==> src/rtl/imem_loader_if.sv <==
// Byte-stream input and instruction-memory write port of the boot loader.
// master = byte source / memory side, slave = loader side.
interface imem_loader_if #(
    parameter int ADDR_W = 6
);
    logic              in_valid;
    logic [7:0]        in_data;
    logic              in_ready;
    logic              imem_we;
    logic [ADDR_W-1:0] imem_addr;
    logic [31:0]       imem_wdata;

    modport master (
        output in_valid, in_data,
        input  in_ready, imem_we, imem_addr, imem_wdata
    );

    modport slave (
        input  in_valid, in_data,
        output in_ready, imem_we, imem_addr, imem_wdata
    );
endinterface

==> src/rtl/imem_loader.sv <==
// Boot-time loader: byte stream -> little-endian words -> imem, holding the core in reset.
// Optional trailing XOR checksum byte when IMEM_LOADER_CHECKSUM_EN is defined.
module imem_loader #(
    parameter int ADDR_W = 6
) (
    input  logic         clk,
    input  logic         reset,
    input  logic         reload,
    imem_loader_if.slave bus,
    output logic         cpu_reset,
    output logic         done,
    output logic         error
);
`ifdef IMEM_LOADER_CHECKSUM_EN
    typedef enum logic [2:0] {S_CNT_LO, S_CNT_HI, S_DATA, S_CHK, S_DONE, S_ERR} state_t;
`else
    typedef enum logic [2:0] {S_CNT_LO, S_CNT_HI, S_DATA, S_DONE, S_ERR} state_t;
`endif

    typedef logic [ADDR_W:0] widx_t;

    // Largest accepted word count is the full memory capacity.
    localparam logic [16:0] CAP = 17'(1) << ADDR_W;

    state_t      state;
    logic [7:0]  cnt_lo;
    logic [1:0]  bcnt;
    logic [23:0] wreg;
    widx_t       word_idx;
    widx_t       word_total;

    logic        xfer;
    logic [15:0] count_n;
    logic        last_word;

    assign xfer      = bus.in_valid && bus.in_ready;
    assign count_n   = {bus.in_data, cnt_lo};
    assign last_word = (word_idx + widx_t'(1)) == word_total;

`ifdef IMEM_LOADER_CHECKSUM_EN
    logic [7:0] chk_acc;
    logic       chk_ok;
    assign chk_ok = (chk_acc ^ bus.in_data) == 8'h00;
`endif

    always_ff @(posedge clk) begin
        if (reset) begin
            state          <= S_CNT_LO;
            bus.in_ready   <= 1'b0;
            bus.imem_we    <= 1'b0;
            bus.imem_addr  <= '0;
            bus.imem_wdata <= '0;
            cpu_reset      <= 1'b1;
            done           <= 1'b0;
            error          <= 1'b0;
            bcnt           <= '0;
            word_idx       <= '0;
            word_total     <= '0;
`ifdef IMEM_LOADER_CHECKSUM_EN
            chk_acc        <= '0;
`endif
        end else if (reload) begin
            // Any byte offered alongside reload is ignored; memory outputs hold.
            state        <= S_CNT_LO;
            bus.in_ready <= 1'b1;
            bus.imem_we  <= 1'b0;
            cpu_reset    <= 1'b1;
            done         <= 1'b0;
            error        <= 1'b0;
            bcnt         <= '0;
            word_idx     <= '0;
            word_total   <= '0;
`ifdef IMEM_LOADER_CHECKSUM_EN
            chk_acc      <= '0;
`endif
        end else begin
            bus.imem_we <= 1'b0;
`ifdef IMEM_LOADER_CHECKSUM_EN
            if (xfer) chk_acc <= chk_acc ^ bus.in_data;
`endif
            case (state)
                S_CNT_LO: begin
                    bus.in_ready <= 1'b1;
                    if (xfer) begin
                        cnt_lo <= bus.in_data;
                        state  <= S_CNT_HI;
                    end
                end
                S_CNT_HI: begin
                    if (xfer) begin
                        if (count_n == 16'd0) begin
`ifdef IMEM_LOADER_CHECKSUM_EN
                            state <= S_CHK;
`else
                            state        <= S_DONE;
                            bus.in_ready <= 1'b0;
                            done         <= 1'b1;
                            cpu_reset    <= 1'b0;
`endif
                        end else if ({1'b0, count_n} > CAP) begin
                            state        <= S_ERR;
                            bus.in_ready <= 1'b0;
                            error        <= 1'b1;
                        end else begin
                            state      <= S_DATA;
                            word_total <= count_n[ADDR_W:0];
                            word_idx   <= '0;
                            bcnt       <= '0;
                        end
                    end
                end
                S_DATA: begin
                    if (xfer) begin
                        bcnt <= bcnt + 2'd1;
                        wreg <= {bus.in_data, wreg[23:8]};
                        if (bcnt == 2'd3) begin
                            bus.imem_we    <= 1'b1;
                            bus.imem_addr  <= word_idx[ADDR_W-1:0];
                            bus.imem_wdata <= {bus.in_data, wreg};
                            word_idx       <= word_idx + widx_t'(1);
                            // Without a checksum, done follows in S_DONE one cycle after this write.
                            if (last_word) begin
`ifdef IMEM_LOADER_CHECKSUM_EN
                                state <= S_CHK;
`else
                                state        <= S_DONE;
                                bus.in_ready <= 1'b0;
`endif
                            end
                        end
                    end
                end
`ifdef IMEM_LOADER_CHECKSUM_EN
                S_CHK: begin
                    if (xfer) begin
                        bus.in_ready <= 1'b0;
                        if (chk_ok) begin
                            state     <= S_DONE;
                            done      <= 1'b1;
                            cpu_reset <= 1'b0;
                        end else begin
                            state <= S_ERR;
                            error <= 1'b1;
                        end
                    end
                end
`endif
                S_DONE: begin
                    bus.in_ready <= 1'b0;
                    done         <= 1'b1;
                    cpu_reset    <= 1'b0;
                end
                S_ERR: begin
                    bus.in_ready <= 1'b0;
                    error        <= 1'b1;
                    cpu_reset    <= 1'b1;
                end
                default: begin
                    state        <= S_ERR;
                    bus.in_ready <= 1'b0;
                    error        <= 1'b1;
                    cpu_reset    <= 1'b1;
                end
            endcase
        end
    end
endmodule

==> src/flat_wrapper.sv <==
// flat-port wrapper written by rule: the top's interface ports become plain ports
module imem_loader_flat 
#(
    parameter int ADDR_W = 6
)
  (clk, reset, reload, cpu_reset, done, error, bus_in_valid, bus_in_data, bus_in_ready, bus_imem_we, bus_imem_addr, bus_imem_wdata);
  imem_loader_if #(.ADDR_W(ADDR_W)) bus_i ();
  input  logic clk;
  input  logic reset;
  input  logic reload;
  output logic cpu_reset;
  output logic done;
  output logic error;
  input wire logic [$bits(bus_i.in_valid)-1:0] bus_in_valid;
  input wire logic [$bits(bus_i.in_data)-1:0] bus_in_data;
  output wire logic [$bits(bus_i.in_ready)-1:0] bus_in_ready;
  output wire logic [$bits(bus_i.imem_we)-1:0] bus_imem_we;
  output wire logic [$bits(bus_i.imem_addr)-1:0] bus_imem_addr;
  output wire logic [$bits(bus_i.imem_wdata)-1:0] bus_imem_wdata;
  assign bus_i.in_valid = bus_in_valid;
  assign bus_i.in_data = bus_in_data;
  assign bus_in_ready = bus_i.in_ready;
  assign bus_imem_we = bus_i.imem_we;
  assign bus_imem_addr = bus_i.imem_addr;
  assign bus_imem_wdata = bus_i.imem_wdata;
  imem_loader #(.ADDR_W(ADDR_W)) u_core (.clk(clk), .reset(reset), .reload(reload), .bus(bus_i), .cpu_reset(cpu_reset), .done(done), .error(error));
endmodule
==> config.mk <==
export PLATFORM = sky130hd
export DESIGN_NAME = imem_loader_flat
export DESIGN_NICKNAME = d
export VERILOG_FILES = /design/src/rtl/imem_loader_if.sv /design/src/rtl/imem_loader.sv /design/src/flat_wrapper.sv
export SDC_FILE = /design/constraint.sdc
export NUM_CORES = 1
export LEC_CHECK = 0
export CORE_MARGIN = 3
export CORE_UTILIZATION = 30
export DETAILED_ROUTE_END_ITERATION = 8
export PLACE_DENSITY = 0.48
export REMOVE_ABC_BUFFERS = 1
export SLEW_MARGIN = 25
export SYNTH_ARGS = -nofsm -noshare
export SYNTH_HDL_FRONTEND = slang
export SYNTH_SLANG_ARGS = --single-unit
==> constraint.sdc <==
create_clock -name clk -period 5.7 [get_ports clk]
set_input_delay 1.71 -clock clk [delete_from_list [all_inputs] [get_ports clk]]
set_output_delay 1.71 -clock clk [all_outputs]
set_load 0.02 [all_outputs]
==> impl_metrics.json <==
{
  "seqPwrFrac_pct": 52.1,
  "synth_seq_area_share_pct": 57.3,
  "ys.flop_type": "dfxtp_1",
  "cts_sinks": 94,
  "vias": 2834,
  "start_kind": "input pin",
  "worst_slew_pin_slew_ns": 0.663,
  "regArea_mm2": 0.00220,
  "place_hpwl_um": 5860,
  "cts_inserted_buffers": 9,
  "synth_area_mm2": 0.00384,
  "die_h_um": 119,
  "root_buffer": "clkbuf_16",
  "outcome": "completed",
  "drtIter0Drc": 129,
  "drc": 0,
  "grt_pass1_vias": 2722,
  "area_delta_synth_final_pct": 24.5,
  "die_area_mm2": 0.0142,
  "drive_above_1_share_pct": 9.20,
  "setup_viol": 0,
  "rows": 40,
  "avgViaCountPerCell": 4.70,
  "multi_input_area_mm2": 0.00147,
  "relSlewSlack_pct": 55.6,
  "cts.clk_slew.worst_paths_ns": 0.06,
  "nets": 444,
  "io_buffers": 54,
  "cts-resized-gates": 0,
  "routed_wl_um": 8410,
  "required_ns": 5.71,
  "cp.arrival_ns": 3.44,
  "p_sw_mw": 0.284,
  "p_sw_share_pct": 21.3,
  "path_class": "input pin to flip-flop",
  "syn_inst": 386,
  "final_antenna_net_count": 0,
  "antenna_found_initial": 0,
  "hold_path_class": "flip-flop to flip-flop",
  "fmax_mhz": 292,
  "num_antenna_cells": 0,
  "grt.total_usage_pct": 12.5,
  "ys_types": 53,
  "fin_crit_ns": 3.43,
  "post_cts.repair.setup_buffers": 0,
  "initial_core_util_pct": 31.3,
  "overflow": 0,
  "finalCritPeriodShare_pct": 60.2,
  "slew_viol_final": 0,
  "fp.dieW_um": 119,
  "leakage_nw": 1.50,
  "cts_max_level": 3,
  "grt_pass1_wl_um": 14100,
  "wl_per_cell_um": 14.0,
  "clk-insertion-delay-late_ns": 0.34,
  "hold_viol": 0,
  "avgSynthCellArea_um2": 9.95,
  "ios": 55,
  "drv_cap": 0,
  "ir_drop_uv": 119,
  "combinationalPowerShare_pct": 3.0,
  "clockBufferDepth": 2,
  "synth_top_area_cell": "dfxtp_1",
  "grt_max_degree": 42,
  "cts_hold_buf": 0,
  "rsz0062_at_grt": "false",
  "synthArstFlopShare_pct": 0,
  "core_mm2": 0.0123,
  "dr.pass1.iters": 4,
  "synth_edf_count": 32,
  "powerDensity_mw_per_mm2": 279,
  "synth-seq-cells": 94,
  "setup-tns-final_ns": 0,
  "fin_skew_ns": 0.00529,
  "finish.utilization_pct": 39.0,
  "yosysWarningCount": 0,
  "power.share.clock_pct": 44.8,
  "gp_congestion": 0.749,
  "yosysTopAreaCellShare_pct": 32.3,
  "tritoncts": "built",
  "crit_fanout": 24,
  "yosys-top-cells-area": "dfxtp_1, edfxtp_1, nand2_1, a21oi_1, nand3_1",
  "critPathCaptureType": "flip-flop",
  "fillers": 1257,
  "p_int_mw": 1.05
}
through the flow:
| stage | instances | hold slack, ns | total power [mW] | setup WS [ns] | instance area, um2 |
|---|---|---|---|---|---|
| after floorplan | 360 | 0.426 | 0.727 | 2.12 | 3690 |
| after global routing | 603 | 0.464 | 1.39 | 2.09 | 4780 |
| after CTS | 603 | 0.450 | 1.36 | 2.27 | 4780 |
| after global placement | 587 | 0.429 | 0.753 | 1.94 | 4480 |
| final | 603 | 0.450 | 1.34 | 2.27 | 4780 |
| after detailed placement | 587 | 0.434 | 0.752 | 1.91 | 4480 |
metal layers:
layer	share of wire (%)	GRT usage, %	routed length, um
met2	45	19.3	3800
met5	0	0	0
met1	50	16.8	4190
met3	3.6	3.28	299
met4	1.6	4.63	131
kinds of logic after synthesis:
family | synth area share [%]
compound gates | 16.0
fa+ha+maj | 0.651
simple gates | 19.2
flops | 57.3
xor+xnor | 2.05
mux | 0.261
buf+inv | 4.56
power groups by stage:
stage                     clock [mW]  combinational, mW  sequential, mW
after floorplan                    0             0.0158           0.711
after detailed placement           0             0.0413           0.711
after global routing           0.649             0.0452           0.696
after CTS                      0.620             0.0416           0.696
after global placement             0             0.0414           0.711
final                          0.599             0.0405           0.696
layout make-up:
class / instances / area share (%)
sequential: 94 / 46.0
timing repair buffer: 59 / 12.1
multi-input combinational: 259 / 30.7
tap: 168 / 4.40
clock inverter: 6 / 1.47
clock buffer: 10 / 4.79
inverter: 7 / 0.549
critical path, cell delays in order:
cell,delay [ns]
clkdlybuf4s50_1,0.52
nor2_1,0.57
nand2_1,0.17
nor2_2,0.14
buf_4,0.31
worst paths after layout:
path	from	endpoint	slack (ns)	cells after the start
max	reload	u_core.wreg[10]$_DFFE_PP_	2.27	5
min reg2reg	u_core.wreg[18]$_DFFE_PP_	u_core.wreg[10]$_DFFE_PP_	0.45	0
max reg2reg	u_core.state[0]$_SDFFE_PN0P_	u_core.word_idx[4]$_SDFFE_PN0P_	3.75	4
min	u_core.wreg[18]$_DFFE_PP_	u_core.wreg[10]$_DFFE_PP_	0.45	0
sequential cells by signal, summed over array words and instances, names as in the netlist:
signal and cells:
u_core.bus.in_ready 1, u_core.state 3, u_core.cnt_lo 8, u_core.done 1, u_core.bus.imem_addr 6, u_core.bus.imem_we 1
u_core.word_idx 7, u_core.error 1, u_core.bus.imem_wdata 32, u_core.word_total 7, u_core.cpu_reset 1, u_core.wreg 24
u_core.bcnt 2
Yosys cell counts (4+ instances only):
library cell,instances
nand2_1,87
dfxtp_1,62
a21oi_1,52
edfxtp_1,32
nor2_1,16
clkbuf_1,13
nand3_1,12
o21ai_1,10
inv_1,7
o21ai_0,6
buf_2,5
o221a_1,5
xor2_1,5
and3_1,4
buf_4,4
buf_6,4
nand4_1,4
or3_1,4
xnor2_1,4
placed cells by master (no fill, tap or decap), drive strengths merged, types with 3 or more instances in the layout:
cell type,instances
or4,3
and3,4
nand4,4
xor2,5
xnor2,4
nor3,5
o221a,5
buf,5
dfxtp,62
o21ai,18
edfxtp,32
nor2,19
or3,4
clkdlybuf4s50,54
nand3,13
a21oi,53
o21a,3
clkbuf,10
nand2,87
inv,9
a31oi,3
Power figures use the tool's default switching activity.
